<file path="src/rtl/controlador_encoder_if.sv">
// Requester handshake and encoder-side bus of the 8b/10b link sequencer.
interface controlador_encoder_if;
  logic       reqA;
  logic [7:0] datoA;
  logic       ultimoA;
  logic       listoA;
  logic       reqB;
  logic [7:0] datoB;
  logic       ultimoB;
  logic       listoB;
  logic [7:0] entradas;
  logic       K;
  logic       enb;
  logic       concesion;
  logic       ocupado;
  logic       errorLargo;

  modport master (
    output reqA, datoA, ultimoA, reqB, datoB, ultimoB,
    input  listoA, listoB, entradas, K, enb, concesion, ocupado, errorLargo
  );

  modport slave (
    input  reqA, datoA, ultimoA, reqB, datoB, ultimoB,
    output listoA, listoB, entradas, K, enb, concesion, ocupado, errorLargo
  );
endinterface

</file>
<file path="src/rtl/controlador_encoder.sv">
// Link-layer sequencer feeding an 8b/10b encoder: comma burst, idle, and
// round-robin framing of two byte-stream requesters with SOF/EOF symbols.
module controlador_encoder #(
  parameter int unsigned N_COMAS   = 4,
  parameter int unsigned LARGO_MAX = 16,
  parameter logic [7:0]  SIMB_IDLE = 8'hBC,
  parameter logic [7:0]  SIMB_SOF  = 8'hFB,
  parameter logic [7:0]  SIMB_EOF  = 8'hFD
) (
  input logic                   clk,
  input logic                   rst,
  controlador_encoder_if.slave  bus
);

  localparam int unsigned       CW         = $clog2(LARGO_MAX + 1);
  localparam logic [CW-1:0]     CUENTA_MAX = CW'(LARGO_MAX);
  localparam logic [3:0]        ULT_COMA   = 4'(N_COMAS - 1);

  typedef enum logic [2:0] {ALINEAR, REPOSO, INICIO, DATOS, FIN} estado_t;

  estado_t       estado_q, estado_d;
  logic [3:0]    comas_q, comas_d;
  logic [CW-1:0] cuenta_q, cuenta_d;
  logic          rr_q, rr_d;
  logic          forzado_q, forzado_d;
  logic [7:0]    entradas_q, entradas_d;
  logic          k_q, k_d;
  logic          enb_q, enb_d;
  logic          concesion_q, concesion_d;
  logic          ocupado_q, ocupado_d;
  logic          error_q, error_d;

  logic          listo_a, listo_b;
  logic          sel_req, sel_ultimo;
  logic [7:0]    sel_dato;
  logic          xfer;

  assign listo_a    = (estado_q == DATOS) && !concesion_q;
  assign listo_b    = (estado_q == DATOS) &&  concesion_q;
  assign sel_req    = concesion_q ? bus.reqB    : bus.reqA;
  assign sel_dato   = concesion_q ? bus.datoB   : bus.datoA;
  assign sel_ultimo = concesion_q ? bus.ultimoB : bus.ultimoA;
  assign xfer       = (estado_q == DATOS) && sel_req;

  always_comb begin
    estado_d    = estado_q;
    comas_d     = comas_q;
    cuenta_d    = cuenta_q;
    rr_d        = rr_q;
    forzado_d   = forzado_q;
    entradas_d  = SIMB_IDLE;
    k_d         = 1'b1;
    enb_d       = 1'b1;
    concesion_d = concesion_q;
    ocupado_d   = ocupado_q;
    error_d     = 1'b0;

    case (estado_q)
      ALINEAR: begin
        ocupado_d = 1'b0;
        if (comas_q == ULT_COMA) begin
          comas_d  = '0;
          estado_d = REPOSO;
        end else begin
          comas_d  = comas_q + 4'd1;
        end
      end
      REPOSO: begin
        ocupado_d = 1'b0;
        // B wins only when A is absent or the pointer favours B.
        if (bus.reqA && (!bus.reqB || !rr_q)) begin
          concesion_d = 1'b0;
          estado_d    = INICIO;
        end else if (bus.reqB) begin
          concesion_d = 1'b1;
          estado_d    = INICIO;
        end
      end
      INICIO: begin
        entradas_d = SIMB_SOF;
        ocupado_d  = 1'b1;
        estado_d   = DATOS;
      end
      DATOS: begin
        if (xfer) begin
          entradas_d = sel_dato;
          k_d        = 1'b0;
          cuenta_d   = cuenta_q + CW'(1);
          if (sel_ultimo) begin
            estado_d = FIN;
          end else if (cuenta_d == CUENTA_MAX) begin
            forzado_d = 1'b1;
            estado_d  = FIN;
          end
        end
      end
      FIN: begin
        entradas_d = SIMB_EOF;
        error_d    = forzado_q;
        forzado_d  = 1'b0;
        rr_d       = ~concesion_q;
        cuenta_d   = '0;
        estado_d   = REPOSO;
      end
      default: estado_d = ALINEAR;
    endcase
  end

  always_ff @(posedge clk or negedge rst) begin
    if (!rst) begin
      estado_q    <= ALINEAR;
      comas_q     <= '0;
      cuenta_q    <= '0;
      rr_q        <= 1'b0;
      forzado_q   <= 1'b0;
      entradas_q  <= '0;
      k_q         <= 1'b0;
      enb_q       <= 1'b0;
      concesion_q <= 1'b0;
      ocupado_q   <= 1'b0;
      error_q     <= 1'b0;
    end else begin
      estado_q    <= estado_d;
      comas_q     <= comas_d;
      cuenta_q    <= cuenta_d;
      rr_q        <= rr_d;
      forzado_q   <= forzado_d;
      entradas_q  <= entradas_d;
      k_q         <= k_d;
      enb_q       <= enb_d;
      concesion_q <= concesion_d;
      ocupado_q   <= ocupado_d;
      error_q     <= error_d;
    end
  end

  assign bus.listoA     = listo_a;
  assign bus.listoB     = listo_b;
  assign bus.entradas   = entradas_q;
  assign bus.K          = k_q;
  assign bus.enb        = enb_q;
  assign bus.concesion  = concesion_q;
  assign bus.ocupado    = ocupado_q;
  assign bus.errorLargo = error_q;

endmodule

</file>
<file path="src/flat_wrapper.sv">
// flat-port wrapper written by rule: the top's interface ports become plain ports
module controlador_encoder_flat 
#(
  parameter int unsigned N_COMAS   = 4,
  parameter int unsigned LARGO_MAX = 16,
  parameter logic [7:0]  SIMB_IDLE = 8'hBC,
  parameter logic [7:0]  SIMB_SOF  = 8'hFB,
  parameter logic [7:0]  SIMB_EOF  = 8'hFD
)
  (clk, rst, bus_reqA, bus_datoA, bus_ultimoA, bus_reqB, bus_datoB, bus_ultimoB, bus_listoA, bus_listoB, bus_entradas, bus_K, bus_enb, bus_concesion, bus_ocupado, bus_errorLargo);
  controlador_encoder_if bus_i ();
  input logic clk;
  input logic rst;
  input wire logic [$bits(bus_i.reqA)-1:0] bus_reqA;
  input wire logic [$bits(bus_i.datoA)-1:0] bus_datoA;
  input wire logic [$bits(bus_i.ultimoA)-1:0] bus_ultimoA;
  input wire logic [$bits(bus_i.reqB)-1:0] bus_reqB;
  input wire logic [$bits(bus_i.datoB)-1:0] bus_datoB;
  input wire logic [$bits(bus_i.ultimoB)-1:0] bus_ultimoB;
  output wire logic [$bits(bus_i.listoA)-1:0] bus_listoA;
  output wire logic [$bits(bus_i.listoB)-1:0] bus_listoB;
  output wire logic [$bits(bus_i.entradas)-1:0] bus_entradas;
  output wire logic [$bits(bus_i.K)-1:0] bus_K;
  output wire logic [$bits(bus_i.enb)-1:0] bus_enb;
  output wire logic [$bits(bus_i.concesion)-1:0] bus_concesion;
  output wire logic [$bits(bus_i.ocupado)-1:0] bus_ocupado;
  output wire logic [$bits(bus_i.errorLargo)-1:0] bus_errorLargo;
  assign bus_i.reqA = bus_reqA;
  assign bus_i.datoA = bus_datoA;
  assign bus_i.ultimoA = bus_ultimoA;
  assign bus_i.reqB = bus_reqB;
  assign bus_i.datoB = bus_datoB;
  assign bus_i.ultimoB = bus_ultimoB;
  assign bus_listoA = bus_i.listoA;
  assign bus_listoB = bus_i.listoB;
  assign bus_entradas = bus_i.entradas;
  assign bus_K = bus_i.K;
  assign bus_enb = bus_i.enb;
  assign bus_concesion = bus_i.concesion;
  assign bus_ocupado = bus_i.ocupado;
  assign bus_errorLargo = bus_i.errorLargo;
  controlador_encoder #(.N_COMAS(N_COMAS), .LARGO_MAX(LARGO_MAX), .SIMB_IDLE(SIMB_IDLE), .SIMB_SOF(SIMB_SOF), .SIMB_EOF(SIMB_EOF)) u_core (.clk(clk), .rst(rst), .bus(bus_i));
endmodule
</file>
<file path="config.mk">
export PLATFORM = sky130hd
export DESIGN_NAME = controlador_encoder_flat
export DESIGN_NICKNAME = d
export VERILOG_FILES = /design/src/rtl/controlador_encoder_if.sv /design/src/rtl/controlador_encoder.sv /design/src/flat_wrapper.sv
export SDC_FILE = /design/constraint.sdc
export NUM_CORES = 1
export LEC_CHECK = 0
export ABC_AREA = 0
export CORE_MARGIN = 2
export CORE_UTILIZATION = 30
export CTS_BUF_LIST = sky130_fd_sc_hd__clkbuf_4 sky130_fd_sc_hd__clkbuf_8
export DETAILED_ROUTE_END_ITERATION = 8
export PLACE_DENSITY = 0.61
export RECOVER_POWER = 25
export SYNTH_ARGS = -nofsm -noshare
export SYNTH_HDL_FRONTEND = slang
export SYNTH_SLANG_ARGS = --single-unit
</file>
<file path="constraint.sdc">
create_clock -name clk -period 2.1 [get_ports clk]
set_input_delay 0.21 -clock clk [delete_from_list [all_inputs] [get_ports clk]]
set_output_delay 0.21 -clock clk [all_outputs]
set_load 0.02 [all_outputs]
</file>
== Word-level counts from Yosys, hierarchy flattened ==
Index checks and enable logic that the tools add are counted.

* Register bits after elaboration: 27
* Memory bits (read-only): 0
* RAM bits: 0
* Word-level logic and storage cells: 68
* Output and inout bits: 15
* Memories kept: 0
* Input port bits: 22
* Bits in latches: 0

* Add/sub/neg operators: 2
* Div/mod/pow operators: 0
* Equal/unequal tests: 12
* Multiplexer cells: 25
* Bitwise logic cells: 1
* Reduce and logical (&&, ||, !) cells: 17
* $lt $le $gt $ge: 0
* Multipliers: 0
* Shift-type cells: 0

{| class="wikitable"
|+ Operators by type and width
! kind !! number
|-
| 8-bit case mux with 3 select lines || 1
|-
| 3-bit two-way mux || 6
|-
| 8-bit two-way mux || 2
|-
| 3-bit case mux with 5 select lines || 1
|-
| 1-bit two-way mux || 10
|-
| 5-bit case mux with 2 select lines || 1
|-
| 4-bit AND reduction || 2
|-
| 3-bit by 2-bit == test with 1-bit output (second input constant) || 2
|-
| 3-bit by 2-bit != test with 1-bit output (second input constant) || 2
|-
| 2-bit nonzero test || 3
|-
| 5-bit by 1-bit adder with 5-bit output (second input constant) || 1
|-
| 5-bit == test (second input constant) || 1
|-
| 5-bit two-way mux || 1
|-
| 4-bit by 1-bit adder with 4-bit output (second input constant) || 1
|-
| 4-bit by 2-bit == test with 1-bit output (second input constant) || 1
|-
| 1-bit logical AND || 4
|-
| 4-bit two-way mux || 1
|-
| 2-bit by 1-bit != test with 1-bit output (second input constant) || 2
|-
| 2-bit != test (second input constant) || 2
|-
| 1-bit case mux with 2 select lines || 2
|-
| 2-bit AND reduction || 2
|-
| 3-bit by 1-bit == test with 1-bit output (second input constant) || 1
|-
| 3-bit == test (second input constant) || 1
|-
| 1-bit zero test || 3
|-
| 4 further kinds || 4
|}

== Logic depth before layout (Yosys ltp) ==
Gate-level depths: netlist of run 1.

* Word-level depth: 6
* Gate-level depth with buffers: 7
* Depth with buffers taken out: 5

== Worst setup path after synthesis of run 1 ==
No wires, ideal clock.

* Kind: reg2reg
* Start: register u_core.cuenta_q[0]
* End: register u_core.estado_q[0]
* Setup time: 0.124 ns
* Data required time: 1.976 ns
* Data arrival time: 1.451 ns
* Cell stages (with the launch flop): 6
* Path buffers: 0
* Slack: 0.525 ns
* Path through: dfrtp_1 ha_1 or3_1 o31ai_4 a21oi_1 o31a_1

* Word-level cells in the longest chain between the ends: 4

{| class="wikitable"
|+ RTL lines
! element !! line !! source
|-
| start, declared || controlador_encoder.sv:23 || <nowiki>logic [CW-1:0] cuenta_q, cuenta_d;</nowiki>
|-
| start signal, assigned || controlador_encoder.sv:125 || <nowiki>cuenta_q <= cuenta_d;</nowiki>
|-
| 5-bit by 1-bit adder with 5-bit output || controlador_encoder.sv:88 || <nowiki>cuenta_d = cuenta_q + CW'(1);</nowiki>
|-
| 5-bit == test || controlador_encoder.sv:91 || <nowiki>end else if (cuenta_d == CUENTA_MAX) begin</nowiki>
|-
| 3-bit by 2-bit != test with 1-bit output (no source line) || -- ||
|-
| 4-bit AND reduction (no source line) || -- ||
|-
| end signal, assigned || controlador_encoder.sv:123 || <nowiki>estado_q <= estado_d;</nowiki>
|-
| end, declared || controlador_encoder.sv:21 || <nowiki>estado_t estado_q, estado_d;</nowiki>
|}

Every way passes these cells.
A chain may end at the register's enable or synchronous reset.

== Worst setup path in the final report of run 1 ==
* Start: register u_core.estado_q[1]
* End: output port bus_listoA

* Word-level cells in the longest chain between the ends: 2

{| class="wikitable"
|+ RTL lines
! element !! line !! source
|-
| 3-bit by 2-bit == test with 1-bit output || controlador_encoder.sv:38 || <nowiki>assign listo_a = (estado_q == DATOS) && !concesion_q;</nowiki>
|-
| 1-bit logical AND || controlador_encoder.sv:38 ||
|-
| end, declared || flat_wrapper.sv:20 || <nowiki>output wire logic [$bits(bus_i.listoA)-1:0] bus_listoA;</nowiki>
|}

Every way passes these cells.

==> results of run 1 <==
[through the flow]
step | hold slack (ns) | utilization | total power [mW]
floorplan | -0.0856 | - | 1.70
global placement | 0.482 | 0.409 | 2.08
detailed placement | 0.491 | 0.409 | 2.11
CTS | 0.305 | 0.419 | 2.43
global route | 0.530 | 0.419 | 2.57
finish | 0.505 | 0.419 | 2.40
[worst register-to-register path, delay by kind of cell (launching register included)]
| family | cells | cell delay [ns] |
|---|---|---|
| AND/OR/NAND/NOR | 1 | 0.23 |
| AO/OA/AOI/OAI | 2 | 0.44 |
| flip-flops | 1 | 0.46 |
| multiplexers | 1 | 0.31 |
| adder cells (fa/ha/maj) | 1 | 0.25 |
[repair_timing]
item | 4_1_cts | 5_1_grt
buffers inserted | 0 | 0
setup endpoints to repair | 0 | 2
resized for setup | 0 | 2
[registers in the layout (all words and copies together), names as in the netlist, 3 cells and up]
signal               cells
u_core.estado_q          3
u_core.comas_q           4
u_core.cuenta_q          5
u_core.bus.entradas      8
[cells by family after synthesis]
| group | count (synthesis) | synth area share |
|---|---|---|
| AO/OA/AOI/OAI | 28 | 0.137 |
| XOR/XNOR | 3 | 0.0191 |
| adder cells (fa/ha/maj) | 3 | 0.0273 |
| buffers and inverters | 7 | 0.0309 |
| flip-flops | 27 | 0.491 |
| multiplexers | 15 | 0.115 |
| other | 1 | 0.00273 |
| AND/OR/NAND/NOR | 45 | 0.177 |
[worst paths after layout]
check / to / start
hold reg to reg: u_core.rr_q / u_core.rr_q
max in group asynchronous: u_core.estado_q[1] / rst
setup reg to reg: u_core.estado_q[0] / u_core.cuenta_q[1]
min in group asynchronous: u_core.bus.enb / rst
setup / recovery: bus_listoA / u_core.estado_q[1]
hold / removal: u_core.rr_q / u_core.rr_q
[power groups by stage]
| stage | logic [mW] | registers (mW) | clock network, mW |
|---|---|---|---|
| 3_5_place_dp | 1.19 | 0.924 | 0 |
| 3_3_place_gp | 1.17 | 0.916 | 0 |
| 4_1_cts | 1.19 | 0.918 | 0.316 |
| 6_report | 1.17 | 0.923 | 0.300 |
| 5_1_grt | 1.29 | 0.952 | 0.328 |
| 2_1_floorplan | 0.760 | 0.940 | 0 |
[Yosys cell counts (2+ instances only)]
library cell / n
nand3_1: 3
a31oi_1: 3
mux2_1: 2
o21ai_1: 8
o31a_1: 2
and3_1: 2
dfrtp_1: 27
and2_1: 2
nor2_1: 5
clkbuf_1: 3
a21o_1: 2
mux2i_1: 11
nand2b_1: 2
o21ai_0: 3
nor2b_1: 2
nand2_1: 19
ha_1: 3
a21oi_1: 4
o22a_1: 2
buf_6: 2
xnor2_1: 2
and3b_1: 2
[metal layers]
metal | vias up | GRT usage | routed length [um]
met5 | - | 0 | 0
met4 | 0 | 0.0356 | 28
met3 | 3 | 0.0295 | 177
met2 | 47 | 0.204 | 1390
met1 | 513 | 0.147 | 1240
li1 | 528 | - | -
[cell type report]
cell class | instances | area, um2 | area share
tap | 52 | 65.1 | 0.0354
multi-input combinational | 95 | 657 | 0.358
clock buffer | 3 | 41.3 | 0.0225
timing repair buffer | 40 | 387 | 0.210
inverter | 1 | 3.75 | 0.00204
sequential | 27 | 678 | 0.369
clock inverter | 1 | 5.00 | 0.00272
[placed cells by master (no fill, tap or decap), types with 2 or more instances in the layout]
master and instances:
a21o_1 2, a21oi_1 4, a31oi_1 3, and2_1 2, and3_1 2, and3b_1 2, buf_4 3, clkbuf_8 3
clkdlybuf4s50_1 36, dfrtp_1 25, dfrtp_2 2, ha_1 3, mux2_1 2, mux2i_1 11, nand2_1 19, nand2b_1 2
nand3_1 3, nor2_1 5, nor2b_1 2, o21ai_0 3, o21ai_1 8, o22a_1 2, o31a_1 2, xnor2_1 2
==> flow_metrics.env, run 1 <==
export IMPL_critical_path_buf_inv_count=1
export IMPL_skew_ns=0.00672
export IMPL_path_max_fanout=13
export IMPL_worst_slack_ns=0.149
export IMPL_r2r_cells=5
export IMPL_start_kind="register"
export IMPL_insertion_delay_ns=0.28
export IMPL_portBuffers=36
export IMPL_status="complete, no violations"
export IMPL_synth_top_cells_by_area="dfrtp_1, mux2i_1, nand2_1, o21ai_1, ha_1"
export IMPL_intPower_mw=1.43
export IMPL_cts_tree="yes"
export IMPL_fill_cells=423
export IMPL_cp_slowest_cell="clkdlybuf4s50_1"
export IMPL_syn_nets=154
export IMPL_syn_to_final_growth_pct=33.6
export IMPL_synth_area_per_cell_um2=10.7
export IMPL_start_util=0.314
export IMPL_first_pass_iters=4
export IMPL_seqPwrFrac=0.385
export IMPL_clockPowerShare=0.125
export IMPL_track_usage=0.119
export IMPL_place_congestion=0.789
export IMPL_routedWlPerCell_um=12.9
export IMPL_die_h_um=71.7
export IMPL_yosysWarnings=0
export IMPL_drc=0
export IMPL_crit_family="buffers and inverters"
export IMPL_grt_antenna_before_repair=0
export IMPL_ios=37
export IMPL_holdPathStages=2
export IMPL_viasPerCell=4.98
export IMPL_stdcell_area_mm2=0.00184
export IMPL_ys_flop_type="dfrtp_1"
export IMPL_crit_type="register to output pin"
export IMPL_period_share=0.929
export IMPL_antenna_cells=0
export IMPL_switching_share=0.403
export IMPL_setup_tns_final_ns=0
export IMPL_path_depth=3
export IMPL_ff2ff_setup_slack_ns=0.30
export IMPL_core_rowCount=24
export IMPL_drv_slew=0
export IMPL_syn_area_mm2=0.00138
export IMPL_async_flop_share=1.00
export IMPL_htreeDepth=1
export IMPL_cts_made_buffers=3
export IMPL_slew_headroom=0.0691
export IMPL_setup_viol=0
export IMPL_combPwrFrac=0.490
export IMPL_arrival_ns=1.74
export IMPL_drtAntennaViolNets=0
export IMPL_drt_iter0_drc=24
export IMPL_syn_inst=129
export IMPL_required_ns=1.89
export IMPL_placed_area_mm2=0.00179
export IMPL_synth_top_cell_by_area="dfrtp_1"
export IMPL_dp_cells=215
export IMPL_dieArea_mm2=0.00514
export IMPL_wirelength_mm=2.84
export IMPL_synth_seq_area_share=0.491
export IMPL_cts_root_buf="clkbuf_8"
export IMPL_grt_max_degree=28
export IMPL_period_needed_ns=1.95
export IMPL_path_clk_slew_ns=0.09
export IMPL_synth_cell_types=40
export IMPL_worstHoldPathType="register to register"
export IMPL_synth_top_area_share=0.491
export IMPL_hold_viol=0
export IMPL_coreArea_mm2=0.00438
export IMPL_fp_dieW_um=71.7
export IMPL_stdcell_count=219
export IMPL_synth_edff_count=0
export IMPL_grt_pass1_wl_mm=4.83
export IMPL_nNetsFinal=193
export IMPL_peakVddDrop_mv=0.486
export IMPL_worst_pin_slew_ns=1.40
export IMPL_grt_overflow=0
export IMPL_vias=1091
export IMPL_ys_seq_elements=27
export IMPL_pwr_density_cell_mw_per_mm2=1300
export IMPL_drv_cap=0
export IMPL_clock_fmax_mhz=513
export IMPL_crit_chain="nand3b_1, nor2_1, clkdlybuf4s50_1"
export IMPL_dpl_hpwl_mm=2.15
export IMPL_p_leak_nw=0.771
export IMPL_cts_sinks=27
export IMPL_rsz0062_at_grt="false"
export IMPL_end_kind="output pin"
export IMPL_critPathMaxStageDelay_ns=0.63
export IMPL_cts_buffer_depth=2
export IMPL_place_ws_ns=0.322
export IMPL_switchingPower_mw=0.966
export IMPL_first_global_vias=1060
export IMPL_ctsHoldBuffers=0
export IMPL_drive_above_1_share=0.0958
Power figures use the tool's default switching activity.
==> run 2: changes to the inputs <==
- DONT_BUFFER_PORTS: not set -> 1
- PLACE_DENSITY: 0.61 -> 0.51
==> flow_metrics.env, run 2 (synthesis gave the netlist of run 1 again) <==
export IMPL_status="complete, no violations"
export IMPL_setup_viol=0
export IMPL_wirelength_mm=2.76
export IMPL_hold_start="bus_reqA"
export IMPL_insertion_delay_ns=0.28
export IMPL_pwr_density_cell_mw_per_mm2=1440
export IMPL_path_clk_slew_ns=0.10
export IMPL_r2r_cells=5
export IMPL_peakVddDrop_mv=0.575
export IMPL_final_util=0.343
export IMPL_drv_slew=0
export IMPL_antenna_cells=0
export IMPL_worstHoldPathType="input port to register"
export IMPL_dieArea_mm2=0.00514
export IMPL_drv_cap=0
export IMPL_portBuffers=0
export IMPL_cts_buffer_depth=2
export IMPL_die_h_um=71.7
export IMPL_grt_pass1_wl_mm=4.62
export IMPL_clockPowerShare=0.143
export IMPL_period_share=0.834
export IMPL_crit_family="flip-flops"
export IMPL_arrival_ns=1.92
export IMPL_start_util=0.314
export IMPL_p_leak_nw=0.640
export IMPL_crit_chain="ha_1, and3_1, mux2i_1, a21oi_1, o31a_1"
export IMPL_skew_ns=0.00609
export IMPL_drc=0
export IMPL_drtAntennaViolNets=0
export IMPL_cts_tree="yes"
export IMPL_grt_max_degree=28
export IMPL_switching_share=0.430
export IMPL_crit_type="register to register"
export IMPL_intPower_mw=1.23
export IMPL_worstHoldEndpoint="u_core.bus.concesion"
export IMPL_cp_slowest_cell="dfrtp_1"
export IMPL_fp_dieW_um=71.7
export IMPL_first_global_vias=916
export IMPL_cts_sinks=27
export IMPL_place_congestion=0.787
export IMPL_start_kind="register"
export IMPL_routedWlPerCell_um=15.0
export IMPL_final_common_cell="dfrtp_1"
export IMPL_clock_fmax_mhz=571
export IMPL_ios=37
export IMPL_vias=952
export IMPL_period_needed_ns=1.75
export IMPL_combPwrFrac=0.391
export IMPL_coreArea_mm2=0.00438
export IMPL_multi_input_area_um2=657
export IMPL_syn_to_final_growth_pct=9.28
export IMPL_dpl_hpwl_mm=2.03
export IMPL_required_ns=2.27
export IMPL_seq_area_um2=676
export IMPL_largest_reg_flops=8
export IMPL_fill_cells=453
export IMPL_grt_antenna_before_repair=0
export IMPL_seqPwrFrac=0.466
export IMPL_path_max_fanout=6
export IMPL_placed_area_mm2=0.00142
export IMPL_hold_viol=0
export IMPL_cts_made_buffers=3
export IMPL_cts_root_buf="clkbuf_8"
export IMPL_stdcell_area_mm2=0.00150
export IMPL_rr_endpoint="u_core.estado_q[0]"
export IMPL_switchingPower_mw=0.930
export IMPL_r2r_start="u_core.cuenta_q[0]"
export IMPL_holdPathStages=1
export IMPL_grt_overflow=0
export IMPL_setup_tns_final_ns=0
export IMPL_core_rowCount=24
export IMPL_ff2ff_setup_slack_ns=0.35
export IMPL_final_cell_mix="dfrtp_1, nand2_1, mux2i_1, o21ai_1, nor2_1"
export IMPL_htreeDepth=1
export IMPL_drive_above_1_share=0.114
export IMPL_critPathMaxStageDelay_ns=0.46
export IMPL_viasPerCell=5.17
export IMPL_critical_path_buf_inv_count=0
export IMPL_track_usage=0.118
export IMPL_end_kind="register"
export IMPL_rsz0062_at_grt="false"
export IMPL_first_pass_iters=4
export IMPL_drt_iter0_drc=45
export IMPL_cts_setup_buffers=0
export IMPL_nNetsFinal=158
run 2: final cells by class:
cell class | count | share of cell area
clock buffers | 3 | 0.0275
clock inverters | 1 | 0.00500
inverters | 1 | 0.00250
multi-input cells | 95 | 0.437
flip-flops and latches | 27 | 0.450
well taps | 52 | 0.0433
repair buffers | 5 | 0.0350
run 2: how the worst max path moves through the flow:
stage                             startpoint                  to  slack [ns]  cells past startpoint
after floorplan           u_core.cuenta_q[0]  u_core.estado_q[0]        0.53                      5
after global placement    u_core.cuenta_q[0]  u_core.estado_q[0]        0.42                      5
after detailed placement  u_core.cuenta_q[0]  u_core.estado_q[0]        0.37                      5
after CTS                 u_core.cuenta_q[0]  u_core.estado_q[0]        0.35                      5
after global routing      u_core.cuenta_q[0]  u_core.estado_q[0]        0.20                      5
final                     u_core.cuenta_q[0]  u_core.estado_q[0]        0.35                      5
run 2: per-layer routing:
| layer | global-route usage | part of all wire | up-vias |
|---|---|---|---|
| met3 | 0.0464 | 0.064 | 5 |
| met5 | 0 | 0 | - |
| li1 | - | - | 459 |
| met1 | 0.146 | 0.44 | 459 |
| met2 | 0.188 | 0.48 | 29 |
| met4 | 0.0377 | 0.014 | 0 |
run 2: worst register-to-register path, delay by kind of cell, from the launching register on:
kind / cells / cell delay (ns)
flops: 1 / 0.46
fa+ha+maj: 1 / 0.24
compound gates: 2 / 0.41
simple gates: 1 / 0.23
mux: 1 / 0.30
run 2: metrics by stage:
step	total power [mW]	instances	hold WS (ns)	setup slack (ns)
2_1_floorplan	1.70	129	-0.0856	0.525
3_3_place_gp	1.85	178	-0.0846	0.423
4_1_cts	2.19	184	0.00591	0.345
5_1_grt	2.34	184	0.00731	0.199
3_5_place_dp	1.86	178	-0.0846	0.370
6_report	2.16	184	0.0169	0.348
run 2: power groups by stage:
stage	clock [mW]	combinational (mW)	sequential [mW]
2_1_floorplan	0	0.760	0.940
3_3_place_gp	0	0.833	1.01
6_report	0.309	0.846	1.01
5_1_grt	0.337	0.959	1.04
3_5_place_dp	0	0.843	1.01
4_1_cts	0.317	0.860	1.01
run 2: repair_timing:
action	4_1_cts	5_1_grt
gates resized for setup	0	0
hold endpoints to repair	27	0
hold buffers	2	0
==> run 3: changes to the inputs <==
- clock period: 2.1 -> 1.65 ns (I/O delays scaled with it)
==> flow_metrics.env, run 3 (synthesis gave the netlist of run 1 again) <==
export IMPL_status="complete, no violations"
export IMPL_grt_max_degree=28
export IMPL_die_h_um=71.7
export IMPL_insertion_delay_ns=0.28
export IMPL_drt_iter0_drc=19
export IMPL_cts_root_buf="clkbuf_8"
export IMPL_required_ns=1.82
export IMPL_holdPathStages=2
export IMPL_clock_fmax_mhz=633
export IMPL_pwr_density_cell_mw_per_mm2=1820
export IMPL_ff2ff_setup_slack_ns=0.07
export IMPL_track_usage=0.117
export IMPL_p_leak_nw=0.693
export IMPL_routedWlPerCell_um=14.4
export IMPL_core_rowCount=24
export IMPL_drc=0
export IMPL_grt_antenna_before_repair=0
export IMPL_dieArea_mm2=0.00514
export IMPL_coreArea_mm2=0.00438
export IMPL_final_common_cell="dfrtp_1"
export IMPL_setup_tns_final_ns=0
export IMPL_start_util=0.314
export IMPL_final_cell_mix="dfrtp_1, nand2_1, buf_4, mux2i_1, o21ai_1"
export IMPL_vias=978
export IMPL_drive_above_1_share=0.201
export IMPL_worstHoldPathType="input port to register"
export IMPL_hold_start="bus_datoA[7]"
export IMPL_setup_viol=0
export IMPL_fp_dieW_um=71.7
export IMPL_first_pass_iters=4
export IMPL_cts_sinks=27
export IMPL_largest_reg_flops=8
export IMPL_cts_tree="yes"
export IMPL_grt_overflow=0
export IMPL_r2r_start="u_core.cuenta_q[0]"
export IMPL_seq_area_um2=677
export IMPL_start_kind="register"
export IMPL_total_power_mw=2.92
export IMPL_grt_pass1_wl_mm=4.63
export IMPL_end_kind="register"
export IMPL_hold_viol=0
export IMPL_cts_made_buffers=3
export IMPL_slew_headroom=0.546
export IMPL_dpl_hpwl_mm=2.01
export IMPL_drv_cap=0
export IMPL_critPathLaunch="u_core.cuenta_q[0]"
export IMPL_final_util=0.366
export IMPL_worst_pin_slew_ns=0.682
export IMPL_antenna_cells=0
export IMPL_syn_to_final_growth_pct=16.7
export IMPL_path_max_fanout=5
export IMPL_drtAntennaViolNets=0
export IMPL_drv_slew=0
export IMPL_first_global_vias=1000
export IMPL_crit_type="register to register"
export IMPL_wirelength_mm=2.82
export IMPL_path_clk_slew_ns=0.10
export IMPL_rr_endpoint="u_core.estado_q[0]"
export IMPL_skew_ns=0.00397
export IMPL_htreeDepth=1
export IMPL_period_needed_ns=1.58
export IMPL_portBuffers=0
export IMPL_cts_buffer_depth=2
export IMPL_viasPerCell=4.99
export IMPL_arrival_ns=1.75
export IMPL_ios=37
export IMPL_multi_input_area_um2=672
export IMPL_nNetsFinal=170
export IMPL_place_congestion=0.792
export IMPL_fill_cells=443
export IMPL_period_share=0.957
export IMPL_peakVddDrop_mv=0.714
export IMPL_worstHoldEndpoint="u_core.bus.entradas[7]"
export IMPL_r2r_cells=5
-- run 3: worst max-delay path by stage --
stage	end	slack, ns
3_3_place_gp	u_core.estado_q[0]	0.08
6_report	u_core.estado_q[0]	0.07
5_1_grt	u_core.estado_q[0]	-0.03
3_5_place_dp	u_core.estado_q[0]	0.05
4_1_cts	u_core.estado_q[0]	0.03
2_1_floorplan	u_core.estado_q[0]	0.08
-- run 3: worst max-delay path: stages, from the launching register on --
cell and delay [ns]:
dfrtp_1 0.37, ha_2 0.21, and3_4 0.21, mux2i_2 0.26
a21oi_1 0.13, o31a_1 0.29
-- run 3: repair_timing --
item | in CTS | in global routing
endpoints found under the setup margin | 0 | 4
hold endpoints to repair | 28 | 2
resized for setup | 0 | 6
setup buffers | 0 | 1
hold buffers | 3 | 3
-- run 3: layer usage --
| layer | share of wire | GRT usage | vias to the layer above | routed length (um) |
|---|---|---|---|---|
| met5 | 0 | 0 | - | 0 |
| met4 | 0.0082 | 0.0252 | 0 | 23 |
| met3 | 0.059 | 0.0352 | 4 | 165 |
| met2 | 0.47 | 0.193 | 33 | 1330 |
| met1 | 0.46 | 0.151 | 460 | 1310 |
| li1 | - | - | 481 | - |
-- run 3: stage by stage --
step                      area (um2)  std cells  hold WS, ns  setup slack, ns
after floorplan                 1380        129       -0.131           0.0754
after global placement          1480        185       -0.130           0.0835
after detailed placement        1480        185       -0.130           0.0520
after CTS                       1570        192      0.00451           0.0311
after global routing            1610        196      0.00859          -0.0285
final                           1610        196       0.0120           0.0703
-- run 3: final cells by class --
cell class              instances  area share
inverters                       1     0.00234
multi-input cells              95       0.419
clock inverters                 1     0.00546
well taps                      52      0.0405
repair buffers                 17      0.0857
flip-flops and latches         27       0.422
clock buffers                   3      0.0257
-- run 3: report_power, final --
group          total (mW)  internal (mW)  switching, mW
combinational        1.29          0.600          0.687
sequential           1.23          0.906          0.320
clock               0.405          0.178          0.228
